**config.mk**
```make
export PLATFORM = sky130hd
export DESIGN_NAME = video_sprite_loader_flat
export DESIGN_NICKNAME = d
export VERILOG_FILES = /design/src/rtl/video_sprite_loader_if.sv /design/src/rtl/video_sprite_loader.sv /design/src/flat_wrapper.sv
export SDC_FILE = /design/constraint.sdc
export NUM_CORES = 1
export LEC_CHECK = 0
export CAP_MARGIN = 10
export CORE_MARGIN = 2
export CORE_UTILIZATION = 30
export DETAILED_ROUTE_END_ITERATION = 7
export PLACE_DENSITY = 0.56
export SETUP_SLACK_MARGIN = 0.02
export SYNTH_ARGS = -nofsm -noshare
export SYNTH_HDL_FRONTEND = slang
export SYNTH_SLANG_ARGS = --single-unit
```
**constraint.sdc**
```tcl
create_clock -name clk -period 2.72 [get_ports clk]
set_input_delay 0.68 -clock clk [delete_from_list [all_inputs] [get_ports clk]]
set_output_delay 0.68 -clock clk [all_outputs]
set_load 0.01 [all_outputs]
```
**src/rtl/video_sprite_loader_if.sv**
```systemverilog
// rtl/video_sprite_loader_if.sv - command, byte stream and sprite RAM write bundle for the sprite loader
interface video_sprite_loader_if #(
   parameter int RGB_SIZE      = 12,
   parameter int SPRITE_IDXW   = 2,
   parameter int SPRITE_RAM_AW = 12
);
   logic                     cmd_start;
   logic                     cmd_all;
   logic [SPRITE_IDXW-1:0]   cmd_idx;
   logic                     cmd_abort;
   logic                     busy;
   logic                     done;
   logic                     err;
   logic [7:0]               s_data;
   logic                     s_valid;
   logic                     s_ready;
   logic                     sprite_ram_we;
   logic [SPRITE_RAM_AW-1:0] sprite_ram_addr_w;
   logic [RGB_SIZE-1:0]      sprite_ram_din;

   modport master (
      output cmd_start, cmd_all, cmd_idx, cmd_abort, s_data, s_valid,
      input  busy, done, err, s_ready, sprite_ram_we, sprite_ram_addr_w, sprite_ram_din
   );

   modport slave (
      input  cmd_start, cmd_all, cmd_idx, cmd_abort, s_data, s_valid,
      output busy, done, err, s_ready, sprite_ram_we, sprite_ram_addr_w, sprite_ram_din
   );
endinterface

```
**src/rtl/video_sprite_loader.sv**
```systemverilog
// rtl/video_sprite_loader.sv - packs a byte stream into RGB pixels and writes one or all sprite frames
module video_sprite_loader #(
   parameter int RGB_SIZE      = 12,
   parameter int SPRITE_AW     = 10,
   parameter int SPRITE_IDXW   = 2,
   parameter int SPRITE_RAM_AW = SPRITE_AW + SPRITE_IDXW,
   parameter int SPRITE_NUM    = 4
) (
   input logic                  clk,
   input logic                  rst_n,
   video_sprite_loader_if.slave bus
);
   localparam int BPP  = (RGB_SIZE + 7) / 8;
   localparam int PIXW = BPP * 8;
   localparam int PW   = (BPP > 1) ? $clog2(BPP) : 1;
   localparam int CW   = SPRITE_RAM_AW + 1;
   localparam int IW1  = SPRITE_IDXW + 1;
   localparam logic [CW-1:0]  FRAME_PIX = CW'(2 ** SPRITE_AW);
   localparam logic [CW-1:0]  ALL_PIX   = CW'(SPRITE_NUM * (2 ** SPRITE_AW));
   localparam logic [PW-1:0]  LAST_PH   = PW'(BPP - 1);
   localparam logic [IW1-1:0] NUM_W     = IW1'(SPRITE_NUM);

   typedef enum logic [1:0] {S_IDLE, S_LOAD, S_FLUSH, S_DONE} state_t;

   state_t                   state_q, state_d;
   logic [SPRITE_RAM_AW-1:0] base_q, base_d;
   logic [CW-1:0]            target_q, target_d;
   logic [CW-1:0]            cnt_q, cnt_d;
   logic [PW-1:0]            phase_q, phase_d;
   logic [PIXW-1:0]          pix_q, pix_d;
   logic                     we_q, we_d;
   logic [SPRITE_RAM_AW-1:0] addr_q, addr_d;
   logic [RGB_SIZE-1:0]      din_q, din_d;
   logic                     err_q, err_d;
   logic [PIXW-1:0]          full_pix;

   logic cmd_bad, acc, pix_last, frame_last;

   assign cmd_bad    = !bus.cmd_all && ({1'b0, bus.cmd_idx} >= NUM_W);
   assign acc        = (state_q == S_LOAD) && bus.s_valid;
   assign pix_last   = acc && (phase_q == LAST_PH);
   assign frame_last = pix_last && ((cnt_q + CW'(1)) == target_q);

   always_ff @(posedge clk or negedge rst_n) begin
      if (!rst_n) begin
         state_q <= S_IDLE;
      end else begin
         state_q <= state_d;
      end
   end

   // Abort outranks completion, including a last byte accepted in the same cycle.
   always_comb begin
      state_d = state_q;
      case (state_q)
         S_IDLE: begin
            if (bus.cmd_start && !cmd_bad) state_d = S_LOAD;
         end
         S_LOAD: begin
            if (bus.cmd_abort)   state_d = S_IDLE;
            else if (frame_last) state_d = S_FLUSH;
         end
         S_FLUSH: state_d = bus.cmd_abort ? S_IDLE : S_DONE;
         S_DONE:  state_d = S_IDLE;
         default: state_d = S_IDLE;
      endcase
   end

   always_comb begin
      bus.busy    = (state_q == S_LOAD) || (state_q == S_FLUSH);
      bus.done    = (state_q == S_DONE);
      bus.s_ready = (state_q == S_LOAD);
   end

   assign bus.err               = err_q;
   assign bus.sprite_ram_we     = we_q;
   assign bus.sprite_ram_addr_w = addr_q;
   assign bus.sprite_ram_din    = din_q;

   always_comb begin
      base_d   = base_q;
      target_d = target_q;
      cnt_d    = cnt_q;
      phase_d  = phase_q;
      pix_d    = pix_q;
      we_d     = 1'b0;
      addr_d   = addr_q;
      din_d    = din_q;
      err_d    = 1'b0;
      full_pix = pix_q;
      full_pix[(BPP-1)*8 +: 8] = bus.s_data;

      if ((state_q == S_IDLE) && bus.cmd_start) begin
         if (cmd_bad) begin
            err_d = 1'b1;
         end else begin
            base_d   = bus.cmd_all ? '0 : (SPRITE_RAM_AW'(bus.cmd_idx) << SPRITE_AW);
            target_d = bus.cmd_all ? ALL_PIX : FRAME_PIX;
            cnt_d    = '0;
            phase_d  = '0;
            pix_d    = '0;
         end
      end

      // Bytes arrive little-endian; the last one completes the pixel and issues the write.
      if (acc) begin
         if (pix_last) begin
            we_d    = 1'b1;
            addr_d  = base_q + cnt_q[SPRITE_RAM_AW-1:0];
            din_d   = full_pix[RGB_SIZE-1:0];
            cnt_d   = cnt_q + CW'(1);
            phase_d = '0;
         end else begin
            pix_d[int'(phase_q)*8 +: 8] = bus.s_data;
            phase_d = phase_q + PW'(1);
         end
      end
   end

   generate
      if (PIXW > RGB_SIZE) begin : g_discard
         logic unused_hi;
         assign unused_hi = ^full_pix[PIXW-1:RGB_SIZE];
      end
   endgenerate

   always_ff @(posedge clk or negedge rst_n) begin
      if (!rst_n) begin
         base_q   <= '0;
         target_q <= '0;
         cnt_q    <= '0;
         phase_q  <= '0;
         pix_q    <= '0;
         we_q     <= 1'b0;
         addr_q   <= '0;
         din_q    <= '0;
         err_q    <= 1'b0;
      end else begin
         base_q   <= base_d;
         target_q <= target_d;
         cnt_q    <= cnt_d;
         phase_q  <= phase_d;
         pix_q    <= pix_d;
         we_q     <= we_d;
         addr_q   <= addr_d;
         din_q    <= din_d;
         err_q    <= err_d;
      end
   end
endmodule
```
**src/flat_wrapper.sv**
```systemverilog
// flat-port wrapper written by rule: the top's interface ports become plain ports
module video_sprite_loader_flat 
#(
   parameter int RGB_SIZE      = 12,
   parameter int SPRITE_AW     = 10,
   parameter int SPRITE_IDXW   = 2,
   parameter int SPRITE_RAM_AW = SPRITE_AW + SPRITE_IDXW,
   parameter int SPRITE_NUM    = 4
)
  (clk, rst_n, bus_cmd_start, bus_cmd_all, bus_cmd_idx, bus_cmd_abort, bus_s_data, bus_s_valid, bus_busy, bus_done, bus_err, bus_s_ready, bus_sprite_ram_we, bus_sprite_ram_addr_w, bus_sprite_ram_din);
  video_sprite_loader_if #(.RGB_SIZE(RGB_SIZE), .SPRITE_IDXW(SPRITE_IDXW), .SPRITE_RAM_AW(SPRITE_RAM_AW)) bus_i ();
  input logic clk;
  input logic rst_n;
  input wire logic [$bits(bus_i.cmd_start)-1:0] bus_cmd_start;
  input wire logic [$bits(bus_i.cmd_all)-1:0] bus_cmd_all;
  input wire logic [$bits(bus_i.cmd_idx)-1:0] bus_cmd_idx;
  input wire logic [$bits(bus_i.cmd_abort)-1:0] bus_cmd_abort;
  input wire logic [$bits(bus_i.s_data)-1:0] bus_s_data;
  input wire logic [$bits(bus_i.s_valid)-1:0] bus_s_valid;
  output wire logic [$bits(bus_i.busy)-1:0] bus_busy;
  output wire logic [$bits(bus_i.done)-1:0] bus_done;
  output wire logic [$bits(bus_i.err)-1:0] bus_err;
  output wire logic [$bits(bus_i.s_ready)-1:0] bus_s_ready;
  output wire logic [$bits(bus_i.sprite_ram_we)-1:0] bus_sprite_ram_we;
  output wire logic [$bits(bus_i.sprite_ram_addr_w)-1:0] bus_sprite_ram_addr_w;
  output wire logic [$bits(bus_i.sprite_ram_din)-1:0] bus_sprite_ram_din;
  assign bus_i.cmd_start = bus_cmd_start;
  assign bus_i.cmd_all = bus_cmd_all;
  assign bus_i.cmd_idx = bus_cmd_idx;
  assign bus_i.cmd_abort = bus_cmd_abort;
  assign bus_i.s_data = bus_s_data;
  assign bus_i.s_valid = bus_s_valid;
  assign bus_busy = bus_i.busy;
  assign bus_done = bus_i.done;
  assign bus_err = bus_i.err;
  assign bus_s_ready = bus_i.s_ready;
  assign bus_sprite_ram_we = bus_i.sprite_ram_we;
  assign bus_sprite_ram_addr_w = bus_i.sprite_ram_addr_w;
  assign bus_sprite_ram_din = bus_i.sprite_ram_din;
  video_sprite_loader #(.RGB_SIZE(RGB_SIZE), .SPRITE_AW(SPRITE_AW), .SPRITE_IDXW(SPRITE_IDXW), .SPRITE_RAM_AW(SPRITE_RAM_AW), .SPRITE_NUM(SPRITE_NUM)) u_core (.clk(clk), .rst_n(rst_n), .bus(bus_i));
endmodule
```
# Word level (Yosys, flattened, before mapping)
# Cells that the tools add are included.
# totals
in_bits,16
latchBits,0
ram_bits,0
output_inout_bits,29
memories,0
regBits,82
romBits,0
# op_classes
add_sub_neg,4
shift,2
n_mul,0
n_div,0
bitwise,0
muxes,19
n_eq_ne,6
order_cmp,0
reduce_logical,9
# ops
op,n
13-bit two-way mux,4
16-bit two-way mux,3
4-bit negator with 33-bit output,1
8-bit by 33-bit variable shift with 16-bit output (first input constant),1
8-bit by 33-bit indexed part select with 16-bit output,1
16-bit bitwise mux,1
13-bit by 1-bit adder with 13-bit output (second input constant),1
13-bit == test,1
12-bit adder,1
12-bit two-way mux,1
2-bit two-way mux,4
2-bit case mux with 4 select lines,1
1-bit two-way mux,5
2-bit == test (second input constant),2
1-bit logical AND,4
2-bit AND reduction,2
3-bit by 2-bit != test with 1-bit output (second input constant),1
2-bit by 1-bit == test with 1-bit output (second input constant),1
2-bit zero test,1
2-bit != test (second input constant),1
2-bit nonzero test,1
1-bit adder (second input constant),1
1-bit logical OR,1

# Depth between registers and ports, before layout
# Gate-level depths: netlist of run 1.
# depth
word_depth,7
mapped_depth,9

# Worst setup path before layout of run 1
# No wires, ideal clock.
# synth_path
path_kind,register to register
from,register u_core.cnt_q[0]
to,register u_core.state_q[0]
n_path_buf,1
path_slack_ns,0.764
setup_time_ns,0.079
required_time_ns,2.641
path_stages_with_launch,9
arrival_ns,1.876
cell_sequence,dfrtp_1 -> ha_1 -> buf_2 -> nand2_1 -> nor3_4 -> and3_4 -> xnor2_1 -> o41ai_2 -> mux2i_1
# synth_between
elab_chain_cells,5
# synth_lines
element,line,text
start: declaration,video_sprite_loader.sv:28,"logic [CW-1:0] cnt_q, cnt_d;"
start signal: assignment,video_sprite_loader.sv:141,cnt_q <= cnt_d;
13-bit by 1-bit adder with 13-bit output,video_sprite_loader.sv:42,assign frame_last = pix_last && ((cnt_q + CW'(1)) == target_q);
13-bit == test,video_sprite_loader.sv:42,
1-bit logical AND,video_sprite_loader.sv:42,
3-bit by 2-bit != test with 1-bit output (no line),-,
2-bit AND reduction (no line),-,
end signal: assignment,video_sprite_loader.sv:48,state_q <= state_d;
end: declaration,video_sprite_loader.sv:25,"state_t state_q, state_d;"
# Every way passes these cells.
# A chain may end at the register's enable or synchronous reset.

# Final worst setup path of run 1
# layout_path
from,register u_core.state_q[1]
to,output bus_s_ready
# layout_between
elab_chain_cells,1
# layout_lines
element,line,text
2-bit by 1-bit == test with 1-bit output,video_sprite_loader.sv:72,bus.s_ready = (state_q == S_LOAD);
end: declaration,flat_wrapper.sv:23,output wire logic [$bits(bus_i.s_ready)-1:0] bus_s_ready;
# Every way passes these cells.

==> results of run 1 <==
layout make-up:
class	count	share of cell area, %
clock buffers	5	2.183
clock inverters	3	0.7146
inverters	7	0.8337
multi-input cells	208	34.62
flip-flops and latches	53	42.08
well taps	105	4.168
repair buffers	51	15.40
flip-flops by register name (all words and copies together) (netlist names):
name,count
u_core.phase_q,1
u_core.base_q,2
u_core.pix_q,8
u_core.target_q,2
u_core.bus.sprite_ram_we,1
u_core.state_q,2
u_core.cnt_q,13
u_core.bus.sprite_ram_addr_w,12
u_core.bus.sprite_ram_din,12
worst paths after layout:
| path | endpoint | cells after the start | slack [ns] |
|---|---|---|---|
| worst max-delay path | bus_s_ready | 3 | 0.32 |
| worst min-delay path | u_core.bus.sprite_ram_din[11] | 1 | 0.48 |
| worst max register to register | u_core.state_q[1] | 7 | 0.48 |
| worst min register to register | u_core.bus.sprite_ram_din[6] | 2 | 0.48 |
| max in group asynchronous | u_core.cnt_q[10] | 2 | 1.57 |
| min in group clk | u_core.bus.sprite_ram_din[6] | 2 | 0.48 |
cells by family after synthesis:
family | Yosys count | share of synthesized area (%)
compound gates | 50 | 11.75
xor+xnor | 7 | 2.450
fa+ha+maj | 7 | 3.500
buf+inv | 21 | 3.400
flops | 53 | 53.00
mux | 3 | 1.250
other cells | 1 | 0.1499
simple gates | 140 | 24.50
power by group through the flow:
stage	logic (mW)	registers (mW)	clock network, mW
floorplan	0.436	1.18	0
global placement	0.943	1.15	0
detailed placement	0.954	1.15	0
CTS	0.955	1.14	0.468
global route	1.06	1.16	0.500
finish	0.938	1.13	0.452
cells in the mapped netlist, types with 2 or more instances:
| library cell | instances |
|---|---|
| sky130_fd_sc_hd__clkbuf_1 | 10 |
| sky130_fd_sc_hd__mux2i_1 | 2 |
| sky130_fd_sc_hd__inv_1 | 6 |
| sky130_fd_sc_hd__o31ai_1 | 4 |
| sky130_fd_sc_hd__nand3_2 | 2 |
| sky130_fd_sc_hd__dfrtp_1 | 53 |
| sky130_fd_sc_hd__ha_1 | 7 |
| sky130_fd_sc_hd__nor3_1 | 3 |
| sky130_fd_sc_hd__o21ai_0 | 33 |
| sky130_fd_sc_hd__a21oi_1 | 5 |
| sky130_fd_sc_hd__nor2_1 | 10 |
| sky130_fd_sc_hd__nand2b_1 | 3 |
| sky130_fd_sc_hd__and2_1 | 3 |
| sky130_fd_sc_hd__nor4b_1 | 2 |
| sky130_fd_sc_hd__and3_1 | 2 |
| sky130_fd_sc_hd__xnor2_1 | 6 |
| sky130_fd_sc_hd__nand2_1 | 104 |
| sky130_fd_sc_hd__buf_2 | 2 |
| sky130_fd_sc_hd__nand3_1 | 6 |
per-layer routing:
| layer | global-route usage [%] | vias to the layer above |
|---|---|---|
| li1 | - | 1010 |
| met1 | 19.04 | 956 |
| met2 | 19.25 | 42 |
| met3 | 3.083 | 9 |
| met4 | 4.227 | 0 |
| met5 | 0 | - |
worst max-delay path: cells and delay by family (launching register included):
family	cells	cell delay (ns)
buf+inv	2	0.71
flops	1	0.42
fa+ha+maj	1	0.29
==> summary by stage, run 1 <==
Run status
The flow ran to the end, and the final reports show no timing, DRC or antenna violations.

Placed design
The number of instances in the placed design is 424. The final weighted congestion in routability-driven placement is 0.7419. Before CTS, the worst setup slack after placement is 0.2769 ns. During placement, the flow inserted port buffers numbering 43. The HPWL after detailed placement is 3.770 mm.

The post-detailed-placement cell area is 3060 um^2.

Logic synthesis
The cell area that synthesis handed to floorplanning was 2502 um^2. The mean area per synthesized cell is 8.874 um^2. The main flop type after synthesis is sky130_fd_sc_hd__dfrtp_1. Summing the sequential cell areas from Yosys gives 53.00% of the chip area. Synthesis inferred 53 register bits.

The cell count after synthesis came out at 282. In this run, synthesis inferred 0 flip-flops with an integrated enable. The proportion of register bits with asynchronous set or reset after synthesis is 100.0%.

In the post-synthesis netlist, the biggest area contributors are sky130_fd_sc_hd__dfrtp_1 (53%), sky130_fd_sc_hd__nand2_1 (16%), sky130_fd_sc_hd__o21ai_0 (6.6%). The number of nets handed over by synthesis was 305. After synthesis, the netlist uses 38 different library cells. The count of warnings emitted by yosys is 0. The top-area cell type share of the netlist area is 53.00%. Summed over all instances, the cell type with the most area after synthesis is sky130_fd_sc_hd__dfrtp_1.

Timing
The time the worst path needs with I/O delays and setup is 2.397 ns. The final number of setup-violating endpoints is 0. The final count of hold timing violations is 0. For the pin with the worst max-slew slack, the measured transition is 0.8747 ns. The max-slew violation total from the final report is 0.

Timing would allow up to 0.4171 GHz. Setup repair after global routing left no endpoint under its margin. The final worst-path cycle share is 88.14%. The post-route setup TNS is 0 ns. The setup skew after layout is 0.01141 ns. The post-route worst setup slack is 0.3227 ns. Hold timing on the final database bottoms out at a slack of 0.4762 ns. Headroom to the max-slew limit came out at 41.69%.

Worst setup path
The library cell contributing the largest single delay on the critical path is sky130_fd_sc_hd__clkdlybuf4s50_1. The worst setup path is launched from a flop. The most critical setup path has its startpoint at u_core.state_q[1]. STA classifies the critical path endpoint as an output pin. Walking the worst path, the cells encountered are inv_1 -> ha_1 -> clkdlybuf4s50_1. The arrival time reported for the critical path endpoint is 1.72 ns. The data required time at the worst endpoint is 2.04 ns. The path type of the worst setup path is reg2out. In this run the worst path has a maximum fanout of 5. The largest single stage delay on the critical path is 0.58 ns. The launching point of the worst reg2reg path is u_core.cnt_q[0].

Layout
The library cell used most frequently in the layout, excluding fill and tap cells, is sky130_fd_sc_hd__nand2_1. The net count of the finished layout is 349. The repair_antennas step left the layout with diodes totalling 0. The finished layout holds 432 standard cells, fillers aside. For this run, the share of the core covered by cells in the final layout is 38.75%. With fillers left out, the area of the finished cells amounts to 3152 um^2. The area overhead of the layout relative to synthesis is 25.95%. The library cells used most frequently in the layout, excluding fill and tap cells, are sky130_fd_sc_hd__nand2_1 (104), sky130_fd_sc_hd__dfrtp_1 (53), sky130_fd_sc_hd__clkdlybuf4s50_1 (42), sky130_fd_sc_hd__o21ai_0 (33), sky130_fd_sc_hd__nor2_1 (10).

The register cell area after layout is 1326 um^2. The total area of multi-input combinational cells is 1091 um^2. In the final layout, the share of cells above drive strength 1 is 8.257%. After filler insertion, the fill cell instance count of the layout stands at 835.

Power
The share of power burned in combinational logic is 37.2%. The internal power of the cells totals 1.653 mW. Power spread over the standard cell area amounts to 800.0 nW/um^2.

The fraction of power spent switching nets is 34.46%. The sequential cell fraction of total power is 44.9%. The design draws 2.521 mW. For this design the static power due to leakage is 1.464 nW. The largest vdd supply drop is 0.0002980 V.

The switching power is 868.9 uW. Of the total power, the clock network draws 17.9%.

GRT
The first-pass GRT wire length is 9.315 mm. The initial antenna violation count was 0. The remaining global-route overflow is 0. The global-route total usage across every layer is 13.11%. The number of global-route vias before repair came to 1915. Entering global routing, the biggest net connects 41 pins.

Clock network
For the worst-skew pair, the clock arrives at the later sink with an insertion delay of 0.31 ns. The clock tree synthesis step divided the H-tree into 2 levels. CTS saw 53 sinks. The post-cts repair resize count is 0. The count of hold buffers inserted by post-cts repair is 0. Clock-pin slew was measured on the worst setup and hold paths at 0.10 ns.

TritonCTS built the clock tree. Clock tree synthesis inserted a total of 5 buffers. No sink is reached through more buffers than the 2 on the longest clock path. The post-CTS repair timing setup buffer count is 0. The root cell of the clock tree is sky130_fd_sc_hd__clkbuf_8.

Route
The total number of vias is 2017. The initial detailed-routing violation count is 84. The total wirelength of the detailed-routed design is 5.426 mm. The pre-antenna-repair detailed-routing pass consisted of 4 iterations. In the routed design, unresolved DRC markers number 0. The detail route stage leaves a number of antenna-violating nets equal to 0.

The sum of met3 wire segment lengths after detailed routing is 202 um. The via count normalized by instance count is 4.669. The routed metal-1 wire length is 2.696 mm. Summed over all nets, wire length on met2 after detailed routing comes to 2.447 mm. The uppermost layer routed is met4.

The wire length per cell is 12.56 um.

Job
The tool flagged a number of max-cap violations equal to 0.

Floorplanning
The initial core utilization is 30.76%. The standard-cell row count is 33. The full die area is 9088 um^2. The y dimension of the die is 95.33 um. Measured along the x axis, the die boundary spans 95.33 um. The core area is 8134 um^2. In this run the count of I/O pins placed on the die edge is 45.

Hold path
In this run the worst hold path is classified as in2async.
Note: power is estimated with default switching activity, not from simulation.
==> inputs of run 2 (changes only) <==
--- a/config.mk
+++ b/config.mk
@@ -9,7 +9,6 @@
 export CORE_MARGIN = 2
 export CORE_UTILIZATION = 30
 export DETAILED_ROUTE_END_ITERATION = 7
-export PLACE_DENSITY = 0.56
 export SETUP_SLACK_MARGIN = 0.02
 export SYNTH_ARGS = -nofsm -noshare
 export SYNTH_HDL_FRONTEND = slang
==> summary by stage, run 2 (synthesized netlist as in run 1, its figures left out) <==
Worst setup path
Cell chain of the critical path: inv_1 -> ha_1 -> clkdlybuf4s50_1 (unchanged). The library cell contributing the largest single delay on the critical path is sky130_fd_sc_hd__clkdlybuf4s50_1 (unchanged). The delay of the slowest cell on the worst path came to 0.58 ns (about the same). The maximum fanout along the worst path is 5 (unchanged).

The sort of element at the start of the critical path is a flop (unchanged). The number of buffer and inverter stages on the critical path came to 2 (unchanged). The path type of the worst setup path is reg2out (unchanged). The kind of cell adding the most delay to the critical path is buffers and inverters (unchanged).

The data required time at the worst endpoint is 2.04 ns (about the same). The element type at the critical path end is an output pin (unchanged). The arrival time reported for the critical path endpoint is 1.69 ns (was 1.72 ns).

GRT
The remaining global-route overflow came to 0 (unchanged). The largest net degree at the start of global routing is 40 (was 41). The global-route total usage across every layer is 13.33% (was 13.11%). The layer with the highest usage after global routing is met2 (unchanged). The global-route met1 utilization is 18.32% (was 19.04%).

The met2 routing resource usage after global routing is 21.13% (was 19.25%). The global routing met3 resource utilization is 3.083% (unchanged). The initial antenna violation count is 0 (unchanged).

The number of global-route vias before repair is 1959 (was 1915). The first-pass GRT wire length was 9.446 mm (was 9.315 mm).

Clock network
The count of hold buffers inserted by post-cts repair is 0 (unchanged). The number of H-tree levels is 2 (unchanged). The clock tree from TritonCTS was built (unchanged).

The root cell of the clock tree was sky130_fd_sc_hd__clkbuf_8 (unchanged). The clock buffer count from CTS is 5 (unchanged). The insertion delay to the later sink of the worst-skew pair was 0.31 ns (about the same). The post-CTS repair timing setup buffer count is 0 (unchanged). The post-cts repair resize count is 0 (unchanged). The clock-pin slew reported for the worst setup and hold paths after clock tree synthesis is 0.10 ns (about the same).

The maximum clock insertion buffer count was 2 (unchanged). The total number of clock tree sinks is 53 (unchanged).

Route
The via count normalized by instance count is 4.693 (was 4.669). The DRC violations left is 0 (unchanged). The wire length per cell is 12.72 um (was 12.56 um).

The initial detailed-routing violation count was 165 (was 84). The number of routed nets with antenna violations came to 0 (unchanged). The first-pass detailed-route iteration total came to 4 (unchanged). The total wirelength of the detailed-routed design is 5.468 mm (was 5.426 mm). The total number of vias is 2018 (was 2017).

Floorplanning
The number of I/O pins was 45 (unchanged). The x dimension of the die is 95.33 um (unchanged). The y dimension of the die came to 95.33 um (unchanged). The core area is 8134 um^2 (unchanged). The initial core utilization came to 30.76% (unchanged).

The full die area is 9088 um^2 (unchanged). The standard-cell row count was 33 (unchanged).

Layout
The number of diodes added for antenna fixing is 0 (unchanged). The post-layout utilization of the core was 38.72% (was 38.75%). The area overhead of the layout relative to synthesis was 25.85% (was 25.95%). The register containing the most flip-flops in the final layout is u_core.cnt_q (unchanged).

The number of nets in the layout was 347 (was 349). The share of post-route cells with drive strength above 1 is 7.692% (was 8.257%). The register cell area after layout came to 1326 um^2 (unchanged). Commonest non-fill, non-tap cells in the layout: sky130_fd_sc_hd__nand2_1 (104), sky130_fd_sc_hd__dfrtp_1 (53), sky130_fd_sc_hd__clkdlybuf4s50_1 (42), sky130_fd_sc_hd__o21ai_0 (33), sky130_fd_sc_hd__nor2_1 (10) (unchanged). The most frequent standard cell in the layout excluding fill and tap cells is sky130_fd_sc_hd__nand2_1 (unchanged). The layout filler cell count is 821 (was 835). The flip-flop count of the largest register, all copies and words added is 13 (unchanged). The final cell count without fillers came to 430 (was 432).

The total area of multi-input combinational cells came to 1091 um^2 (unchanged).

Power
The static power due to leakage came to 1.459 nW (was 1.464 nW). The largest vdd supply drop is 0.0003581 V (was 0.0002980 V). The total power density per cell area is 798.1 nW/um^2 (was 800.0 nW/um^2).

Timing
The max-slew violation total from the final report came to 0 (unchanged). The setup skew after layout is 0.008409 ns (was 0.01141 ns). The highest clock frequency the design can meet is 0.4224 GHz (was 0.4171 GHz). The post-route setup TNS is 0 ns (unchanged). The final count of hold timing violations was 0 (unchanged).

The final worst-path cycle share is 87.03% (was 88.14%). The time the worst path needs with I/O delays and setup is 2.367 ns (was 2.397 ns). The worst relative slew slack was 59.42% (was 41.69%). Unrepaired setup endpoints after global routing: false (unchanged). The worst hold-check slack was 0.3712 ns (was 0.4762 ns).

The slew at the pin closest to its max-slew limit was 0.6086 ns (was 0.8747 ns). The final number of setup-violating endpoints is 0 (unchanged).

Placed design
The number of port buffers came to 43 (unchanged). The final weighted congestion in routability-driven placement is 0.7678 (was 0.7419). The number of instances in the placed design is 422 (was 424). The HPWL after detailed placement came to 3.829 mm (was 3.770 mm).

Job
The number of maximum-capacitance violations is 0 (unchanged).

Run status
Run status: complete, no violations (unchanged).

Hold path
The classification of the worst-slack hold path is in2async (unchanged).
-- run 2: per-layer routing --
metal	up-vias	routed length (um)
li1	1011	-
met1	945	2621
met2	54	2524
met3	8	262
met4	0	59
met5	-	0
-- run 2: final timing paths --
| path | from | end | slack [ns] | depth (start not counted) |
|---|---|---|---|---|
| min in group clk | u_core.pix_q[7] | u_core.bus.sprite_ram_din[7] | 0.48 | 2 |
| hold / removal | rst_n | u_core.cnt_q[12] | 0.37 | 1 |
| setup reg to reg | u_core.cnt_q[0] | u_core.state_q[1] | 0.43 | 7 |
| hold reg to reg | u_core.pix_q[7] | u_core.bus.sprite_ram_din[7] | 0.48 | 2 |
| max in group asynchronous | rst_n | u_core.bus.sprite_ram_din[9] | 1.79 | 2 |
| setup / recovery | u_core.state_q[1] | bus_s_ready | 0.35 | 3 |
-- run 2: final cells by class --
type	count	area share, %
sequential	53	42.11
inverter	7	0.8343
tap	105	4.172
clock buffer	5	2.185
timing repair buffer	49	15.34
clock inverter	3	0.7151
multi-input combinational	208	34.64
-- run 2: worst reg2reg max path, delay by kind of cell, from the launching register on --
kind,cells,cell delay [ns]
compound gates,1,0.45
mux,1,0.25
flops,1,0.43
xor+xnor,1,0.09
simple gates,3,0.61
fa+ha+maj,1,0.38
-- run 2: through the flow --
stage / worst slack, ns / power (mW) / area (um^2)
finish: 0.3528 / 2.513 / 3149
floorplan: 0.7643 / 1.618 / 2502
global placement: 0.3558 / 2.068 / 3058
detailed placement: 0.2973 / 2.092 / 3058
CTS: 0.3244 / 2.552 / 3149
global route: 0.2322 / 2.718 / 3149
-- run 2: where the power goes --
group	internal (mW)	total [mW]	switching (mW)
clock network	0.183	0.451	0.268
registers	0.999	1.13	0.130
logic	0.463	0.933	0.470
==> inputs of run 3 (changes only) <==
--- a/config.mk
+++ b/config.mk
@@ -9,6 +9,7 @@
 export CORE_MARGIN = 2
 export CORE_UTILIZATION = 30
 export DETAILED_ROUTE_END_ITERATION = 7
+export RECOVER_POWER = 25
 export SETUP_SLACK_MARGIN = 0.02
 export SYNTH_ARGS = -nofsm -noshare
 export SYNTH_HDL_FRONTEND = slang
==> summary by stage, run 3 (synthesized netlist as in run 1, its figures left out) <==
Clock network
The root cell of the clock tree is sky130_fd_sc_hd__clkbuf_8 (unchanged). The clock buffer count from CTS is 5 (unchanged). The count of hold buffers inserted by post-cts repair came to 0 (unchanged). The post-cts repair resize count is 0 (unchanged). The number of H-tree levels was 2 (unchanged). The insertion delay to the later sink of the worst-skew pair was 0.31 ns (about the same).

The total number of clock tree sinks came to 53 (unchanged). The maximum clock insertion buffer count is 2 (unchanged). The post-CTS repair timing setup buffer count is 0 (unchanged). The clock-pin slew reported for the worst setup and hold paths after clock tree synthesis is 0.10 ns (about the same). The clock tree from TritonCTS is built (unchanged).

Floorplanning
The standard-cell row count is 33 (unchanged). The full die area is 9088 um^2 (unchanged). The core area is 8134 um^2 (unchanged). The x dimension of the die is 95.33 um (unchanged). The number of I/O pins is 45 (unchanged). The y dimension of the die came to 95.33 um (unchanged). The initial core utilization came to 30.76% (unchanged).

Worst setup path
The arrival time reported for the critical path endpoint is 1.69 ns (about the same). The data required time at the worst endpoint was 2.04 ns (about the same). The number of buffer and inverter stages on the critical path is 2 (unchanged). Cell chain of the critical path: inv_1 -> ha_1 -> clkdlybuf4s50_1 (unchanged). The maximum fanout along the worst path was 5 (unchanged).

The kind of cell adding the most delay to the critical path is buffers and inverters (unchanged). The sort of element at the start of the critical path is a flop (unchanged). The delay of the slowest cell on the worst path was 0.58 ns (about the same). The path type of the worst setup path is reg2out (unchanged). The library cell contributing the largest single delay on the critical path is sky130_fd_sc_hd__clkdlybuf4s50_1 (unchanged).

The element type at the critical path end was an output pin (unchanged).

Route
The first-pass detailed-route iteration total came to 4 (unchanged). The uppermost layer routed was met4 (unchanged). The wire length per cell was 12.71 um (was 12.72 um).

The sum of met3 wire segment lengths after detailed routing is 234 um (was 262 um). The initial detailed-routing violation count is 165 (unchanged). The via count normalized by instance count was 4.679 (was 4.693). The DRC violations left came to 0 (unchanged). The total number of vias is 2012 (was 2018).

The total met2 wirelength after detailed routing came to 2.517 mm (was 2.524 mm). The total wirelength of the detailed-routed design is 5.464 mm (was 5.468 mm). The routed metal-1 wire length is 2.653 mm (was 2.621 mm). The number of routed nets with antenna violations was 0 (unchanged).

Run status
Run status: complete, no violations (unchanged).

Layout
The total area of multi-input combinational cells is 1091 um^2 (unchanged). The number of nets in the layout is 347 (unchanged). The most frequent standard cell in the layout excluding fill and tap cells is sky130_fd_sc_hd__nand2_1 (unchanged).

The layout filler cell count is 822 (was 821). The flip-flop count of the largest register, all copies and words added is 13 (unchanged). The number of diodes added for antenna fixing is 0 (unchanged). The area overhead of the layout relative to synthesis is 25.20% (was 25.85%). The register containing the most flip-flops in the final layout was u_core.cnt_q (unchanged). Commonest non-fill, non-tap cells in the layout: sky130_fd_sc_hd__nand2_1 (104), sky130_fd_sc_hd__dfrtp_1 (53), sky130_fd_sc_hd__clkdlybuf4s50_1 (42), sky130_fd_sc_hd__o21ai_0 (33), sky130_fd_sc_hd__nor2_1 (10) (unchanged). The register cell area after layout is 1326 um^2 (unchanged). The share of post-route cells with drive strength above 1 is 7.385% (was 7.692%).

Hold path
The classification of the worst-slack hold path is reg2reg (was in2async).

Placed design
The final weighted congestion in routability-driven placement is 0.7678 (unchanged). The number of port buffers is 43 (unchanged). The HPWL after detailed placement came to 3.829 mm (unchanged).

Job
The number of maximum-capacitance violations is 0 (unchanged).

GRT
The remaining global-route overflow is 0 (unchanged). The largest net degree at the start of global routing was 40 (unchanged). The global-route total usage across every layer was 13.33% (unchanged). The initial antenna violation count is 0 (unchanged). The number of global-route vias before repair is 1959 (unchanged). The first-pass GRT wire length is 9.446 mm (unchanged).

Power
The total power density per cell area is 801.4 nW/um^2 (was 798.1 nW/um^2). The internal power contribution came to 1.643 mW (was 1.646 mW). The fraction of power spent switching nets is 34.56% (was 34.52%). The share of power burned in combinational logic is 37.0% (was 37.1%). The switching power is 867.8 uW (was 867.6 uW).

The fraction of power consumed by the clock network is 18.0% (about the same). The sequential cell fraction of total power came to 45.0% (was 44.9%). The largest vdd supply drop came to 0.0003581 V (about the same). The final total power is 2.511 mW (was 2.513 mW). The static power due to leakage is 1.451 nW (was 1.459 nW).

Timing
Unrepaired setup endpoints after global routing: false (unchanged). The slew at the pin closest to its max-slew limit is 1.380 ns (was 0.6086 ns). The final count of hold timing violations is 0 (unchanged). The setup skew after layout is 0.008455 ns (was 0.008409 ns). The time the worst path needs with I/O delays and setup is 2.367 ns (about the same). The final worst-path cycle share came to 87.03% (about the same).

The worst relative slew slack is 8.004% (was 59.42%). The highest clock frequency the design can meet is 0.4224 GHz (unchanged). The post-route setup TNS is 0 ns (unchanged). The final number of setup-violating endpoints is 0 (unchanged). The max-slew violation total from the final report is 0 (unchanged).
[run 3: changes by cell type in the layout (fill, tap and decap cells not counted)]
cell,before,now
sky130_fd_sc_hd__buf_12,1,0
sky130_fd_sc_hd__clkbuf_1,0,1
sky130_fd_sc_hd__clkbuf_2,0,1
sky130_fd_sc_hd__buf_2,1,0
[run 3: layout make-up]
| class | count | area share (%) |
|---|---|---|
| flip-flops and latches | 53 | 42.33 |
| multi-input cells | 208 | 34.82 |
| repair buffers | 49 | 14.90 |
| well taps | 105 | 4.193 |
| clock buffers | 5 | 2.196 |
| inverters | 7 | 0.8387 |
| clock inverters | 3 | 0.7189 |
[run 3: path summary, 6_finish.rpt]
check | cells after the start | to | start | slack (ns)
worst max-delay path | 3 | bus_s_ready | u_core.state_q[1] | 0.35
worst min-delay path | 2 | u_core.bus.sprite_ram_din[7] | u_core.pix_q[7] | 0.48
min in group asynchronous | 1 | u_core.cnt_q[12] | rst_n | 0.67
max in group asynchronous | 2 | u_core.bus.sprite_ram_din[9] | rst_n | 0.68
worst max register to register | 7 | u_core.state_q[1] | u_core.cnt_q[0] | 0.43
worst min register to register | 2 | u_core.bus.sprite_ram_din[7] | u_core.pix_q[7] | 0.48
[run 3: power groups by stage]
| stage | clock, mW | combinational [mW] | sequential, mW |
|---|---|---|---|
| finish | 0.452 | 0.930 | 1.13 |
| global route | 0.511 | 1.04 | 1.16 |
| CTS | 0.469 | 0.950 | 1.13 |
| detailed placement | 0 | 0.946 | 1.15 |
| global placement | 0 | 0.924 | 1.14 |
| floorplan | 0 | 0.436 | 1.18 |
[run 3: worst reg2reg max path, delay by kind of cell, from the launching register on]
family	cells	cell delay (ns)
simple gates	3	0.61
compound gates	1	0.45
flops	1	0.43
fa+ha+maj	1	0.38
mux	1	0.25
xor+xnor	1	0.09
[run 3: metal layers]
| metal | vias up | track usage [%] |
|---|---|---|
| met5 | - | 0 |
| li1 | 1012 | - |
| met4 | 0 | 3.623 |
| met2 | 49 | 21.13 |
| met1 | 943 | 18.32 |
| met3 | 8 | 3.083 |
[run 3: per-stage QoR]
step	util, %	setup WS (ns)	cells	hold WS (ns)	instance area (um^2)
floorplan	-	0.7643	282	0.3844	2502
global placement	37.59	0.3558	422	0.4452	3058
detailed placement	37.59	0.2973	422	0.4542	3058
CTS	38.72	0.3244	430	0.3847	3149
global route	38.52	0.2322	430	0.5145	3133
finish	38.52	0.3528	430	0.4766	3133
